## config.mk

```make
export PLATFORM = sky130hd
export DESIGN_NAME = piso_serializer
export DESIGN_NICKNAME = d
export VERILOG_FILES = /design/src/rtl/piso_serializer.sv
export SDC_FILE = /design/constraint.sdc
export NUM_CORES = 1
export LEC_CHECK = 0
export CAP_MARGIN = 20
export CORE_AREA = 2 2 39 41
export CTS_CLUSTER_DIAMETER = 80
export DETAILED_ROUTE_END_ITERATION = 8
export DIE_AREA = 0 0 41 43
export GPL_ROUTABILITY_DRIVEN = 0
export GPL_TIMING_DRIVEN = 1
export MAX_ROUTING_LAYER = met4
export REMOVE_ABC_BUFFERS = 1
export SYNTH_ARGS = -nofsm -noshare
export SYNTH_HDL_FRONTEND = slang
export SYNTH_SLANG_ARGS = --single-unit
```

## constraint.sdc

```tcl
create_clock -name clk -period 1.5 [get_ports clk]
set_input_delay 0.225 -clock clk [delete_from_list [all_inputs] [get_ports clk]]
set_output_delay 0.225 -clock clk [all_outputs]
set_load 0.005 [all_outputs]
```

## src/rtl/piso_serializer.sv

```systemverilog
// Purpose : parallel-in/serial-out stage; takes a WIDTH-bit word on a valid/ready
//           handshake and emits it LSB first, one bit per clock, with an optional
//           even-parity bit after the data bits (enabled by defining PARITY_EN).
// Latency : bit0 appears on `out` the cycle after the accept edge; a frame is FRAME cycles.
// Backpr. : load_ready is high only in IDLE or on the last bit of a frame. Upstream
//           holds load_valid/load_data until accepted. Words can be sent back to back.
//
// Ports:
//   clk        rising-edge clock
//   rst        asynchronous reset, active-low
//   load_data  parallel word, captured on the accept edge
//   load_valid upstream has a word on load_data
//   load_ready serializer can accept a word this cycle
//   out        serial bit, drives the downstream shift register input
//   out_valid  out carries a valid bit this cycle
//   busy       high while a frame is being shifted
//   done       one-cycle pulse with the final bit of a frame (the parity bit when enabled)
module piso_serializer #(
  parameter int WIDTH = 4
) (
  input  logic             clk,
  input  logic             rst,
  input  logic [WIDTH-1:0] load_data,
  input  logic             load_valid,
  output logic             load_ready,
  output logic             out,
  output logic             out_valid,
  output logic             busy,
  output logic             done
);

`ifdef PARITY_EN
  localparam int FRAME = WIDTH + 1;
`else
  localparam int FRAME = WIDTH;
`endif
  localparam int CNT_W = $clog2(FRAME + 1);
  localparam logic [CNT_W-1:0] LAST_CNT = CNT_W'(FRAME - 1);

  typedef enum logic {IDLE, SHIFT} state_t;

  state_t           state;
  logic [FRAME-1:0] shreg;
  logic [CNT_W-1:0] count;
  logic [FRAME-1:0] frame_word;
  logic             last_bit;
  logic             accept;

  // The parity bit sits above the data so it falls out of the shift register
  // after the last data bit. It is computed from the captured word, so it
  // cannot change while the frame is being sent.
`ifdef PARITY_EN
  assign frame_word = {^load_data, load_data};
`else
  assign frame_word = load_data;
`endif

  assign last_bit   = (state == SHIFT) && (count == LAST_CNT);
  // Ready on the last bit as well as in IDLE lets a new word follow with no gap.
  assign load_ready = (state == IDLE) || last_bit;
  assign accept     = load_valid && load_ready;

  always_ff @(posedge clk or negedge rst) begin
    if (!rst) begin
      state <= IDLE;
      shreg <= '0;
      count <= '0;
    end else if (accept) begin
      state <= SHIFT;
      shreg <= frame_word;
      count <= '0;
    end else if (last_bit) begin
      state <= IDLE;
      shreg <= '0;
      count <= '0;
    end else if (state == SHIFT) begin
      shreg <= {1'b0, shreg[FRAME-1:1]};
      count <= count + CNT_W'(1);
    end
  end

  // All outputs decode straight from the state flops. Reset clears them at once.
  assign busy      = (state == SHIFT);
  assign out_valid = busy;
  assign out       = busy & shreg[0];
  assign done      = last_bit;

endmodule

```

==> results.py <==
metrics = {
    "status": {
        "outcome": "completed",
    },
    "cells_and_area": {
        "syn2layout_area_growth_pct": 58.23,
        "fillers": 140,
        "fin_nets": 72,
        "post-route-util_pct": 46.93,
        "layout-drive-gt1-share_pct": 35.48,
        "final_common_cell": "buf_4",
        "antenna_cells": 0,
        "final_cell_mix": "buf_4, clkdlybuf4s50_1, dfrtp_1, nor2_1",
    },
    "floorplan": {
        "io_pins": 12,
        "die_y_um": 43,
        "num_rows": 14,
        "coreArea_um2": 1384,
        "dieArea_um2": 1763,
        "die_w_um": 41,
        "initial_core_util_pct": 29.66,
    },
    "worst_setup_path": {
        "cpMostUsedCell": "buf_6",
        "crit_slowest_cell": "dfrtp_1",
        "cp-end-kind": "primary output",
        "cp_cell_sequence": "ha_2 -> buf_6 -> nand2b_4 -> and2_4 -> inv_2 -> buf_6",
        "path_buf_inv": 3,
        "cpLargestDelayFamily": "flip-flops",
        "cp.depth": 6,
        "cp.arrival_ns": 1.27,
        "timing_worst_setup_path_type": "flop to primary output",
        "crit_fanout": 2,
        "crit_path_start_kind": "flop",
        "cp.required_ns": 1.27,
        "rr_worst_depth": 7,
        "cpPeakStageDelay_ns": 0.38,
    },
    "synthesis": {
        "synth-seq-cells": 8,
        "ys_warn_count": 0,
        "synth_area_um2": 410.4,
        "syn_inst": 38,
        "synth.distinct_cells": 16,
        "ys_seq_area_share_pct": 48.78,
        "avgSynthCellArea_um2": 10.80,
    },
    "global_routing": {
        "grt_max_degree": 9,
        "grt_pass1_vias": 349,
        "grt-ovfl-total": 0,
        "antenna_found_initial": 0,
        "grt_pass1_wl_um": 1566,
        "grt_use_total_pct": 14.58,
    },
    "pwr": {
        "power.switching_w": 0.0003421,
        "p_comb_share_pct": 54.3,
        "power_density_nw_per_um2": 1723,
        "leakage_nw": 0.3281,
        "irDropWorstVdd_mv": 0.6452,
        "totalPowerFinal_w": 0.001119,
        "p_seq_share_pct": 30.7,
        "switching_share_pct": 30.58,
        "p_clk_share_pct": 14.9,
        "p_int_w": 0.0007767,
    },
    "placed_design": {
        "dpl.hpwl_um": 694.8,
        "io_buffers": 11,
    },
    "cts": {
        "numCtsBuffers": 3,
        "clock_latency_ns": 0.25,
        "clk_path_buf_depth": 2,
        "cts_root_buffer": "clkbuf_4",
        "cts_sinks": 8,
        "cts_hold_buf": 0,
        "h-tree-depth": 1,
        "cts_tree": "done",
        "clk_pin_slew_ns": 0.06,
    },
    "routing": {
        "postRouteAntennaNets": 0,
        "first_iter_violations": 5,
        "wire_per_inst_um": 12.58,
        "drcViolationCount": 0,
        "vias": 372,
        "drt_first_pass_iters": 2,
        "avgViaCountPerCell": 4.769,
        "routed_wl_um": 981,
    },
    "sta": {
        "tightest_slew_ns": 0.3796,
        "finalHoldViolations": 0,
        "rsz0062_at_grt": "true",
        "tns_ns": 0,
        "fin_crit_sh_pct": 99.94,
        "maxSlewHeadroom_pct": 74.62,
        "report.final.slew_viol_count": 0,
        "holdWs_ns": 0.2553,
        "min_period_ns": 1.499,
        "report.final.setup_viol": 0,
        "fin_skew_ns": 0.003010,
        "max_freq_mhz": 667.1,
    },
    "flow_run": {
        "drv_cap": 0,
    },
    "hold_path": {
        "min_path_type": "primary input to async pin",
    },
}
[cell usage after synthesis]
cell type  count  area share (%)
a221o_1        3             7.3
a32o_1         1             2.4
and2_1         1             1.5
and2_4         1             2.1
buf_2          2             2.4
buf_4          1             1.8
dfrtp_1        8              49
ha_1           1             3.0
inv_1          2             1.8
mux2i_1        4             9.8
nand2_1        4             3.7
nand2b_4       1             3.4
nand3b_1       1             1.8
nor2_1         6             5.5
o211a_1        1             2.4
o2bb2ai_1      1             2.1
[what timing repair did]
| item | 4_1_cts | 5_1_grt |
|---|---|---|
| setup endpoints to repair | 3 | 5 |
| gates resized for setup | 6 | 5 |
| pin swaps | 2 | 1 |
| buffers inserted | 2 | 2 |
| endpoints found under the hold margin | 0 | 0 |
[power by group through the flow]
stage | logic [W] | registers, W | clock network [W]
after floorplan | 0.000231 | 0.000344 | 0
after global placement | 0.000525 | 0.000343 | 0
after detailed placement | 0.000534 | 0.000346 | 0
after CTS | 0.000541 | 0.000344 | 0.000176
after global routing | 0.000679 | 0.000351 | 0.000194
final | 0.000608 | 0.000344 | 0.000167
[flip-flops by register name, summed over array words and instances (netlist names)]
register / count
busy: 1
count: 3
shreg: 4
[per-layer routing]
layer / GRT usage (%) / part of all wire [%] / vias up
met5: - / 0 / -
met2: 18.13 / 47 / 9
met1: 18.30 / 48 / 181
li1: - / - / 180
met4: 14.00 / 1.9 / 0
met3: 3.141 / 3.4 / 2
[worst reg2reg max path, cell delays in order, from the launching register on]
cell	delay (ns)
dfrtp_1	0.38
ha_2	0.20
buf_6	0.12
nand2b_4	0.05
buf_4	0.11
nor2_1	0.04
buf_4	0.14
a221o_1	0.30
[final cells by class]
| class | instances | area (µm²) | area share [%] |
|---|---|---|---|
| inverter | 2 | 7.507 | 1.156 |
| sequential | 8 | 201.4 | 31.02 |
| multi-input combinational | 25 | 187.7 | 28.90 |
| clock buffer | 3 | 22.52 | 3.468 |
| tap | 16 | 20.02 | 3.083 |
| timing repair buffer | 24 | 210.2 | 32.37 |
[path summary, 6_finish.rpt]
kind / to / slack [ns] / startpoint
setup / recovery: load_ready / 0.0009 / count[0]
hold / removal: shreg[0] / 0.26 / rst
setup reg to reg: shreg[2] / 0.05 / count[0]
hold reg to reg: shreg[1] / 0.51 / shreg[2]
max in group asynchronous: busy / 0.95 / rst
min in group clk: shreg[1] / 0.51 / shreg[2]
[metrics by stage]
step	area, µm²	setup WS [ns]	instances
2_1_floorplan	392.9	0.2868	35
3_3_place_gp	590.6	-0.02035	71
3_5_place_dp	590.6	-0.03710	71
4_1_cts	629.4	-0.1167	76
5_1_grt	649.4	-0.05614	78
6_report	649.4	0.0009484	78
[kinds of logic after synthesis]
| kind of cell | after synthesis | share of synthesized area, % |
|---|---|---|
| AND/OR/NAND/NOR | 14 | 17.99 |
| flip-flops | 8 | 48.78 |
| AO/OA/AOI/OAI | 6 | 14.33 |
| buffers and inverters | 5 | 6.099 |
| multiplexers | 4 | 9.756 |
| adder cells (fa/ha/maj) | 1 | 3.048 |
No activity file was read; power rests on OpenSTA's default activity.
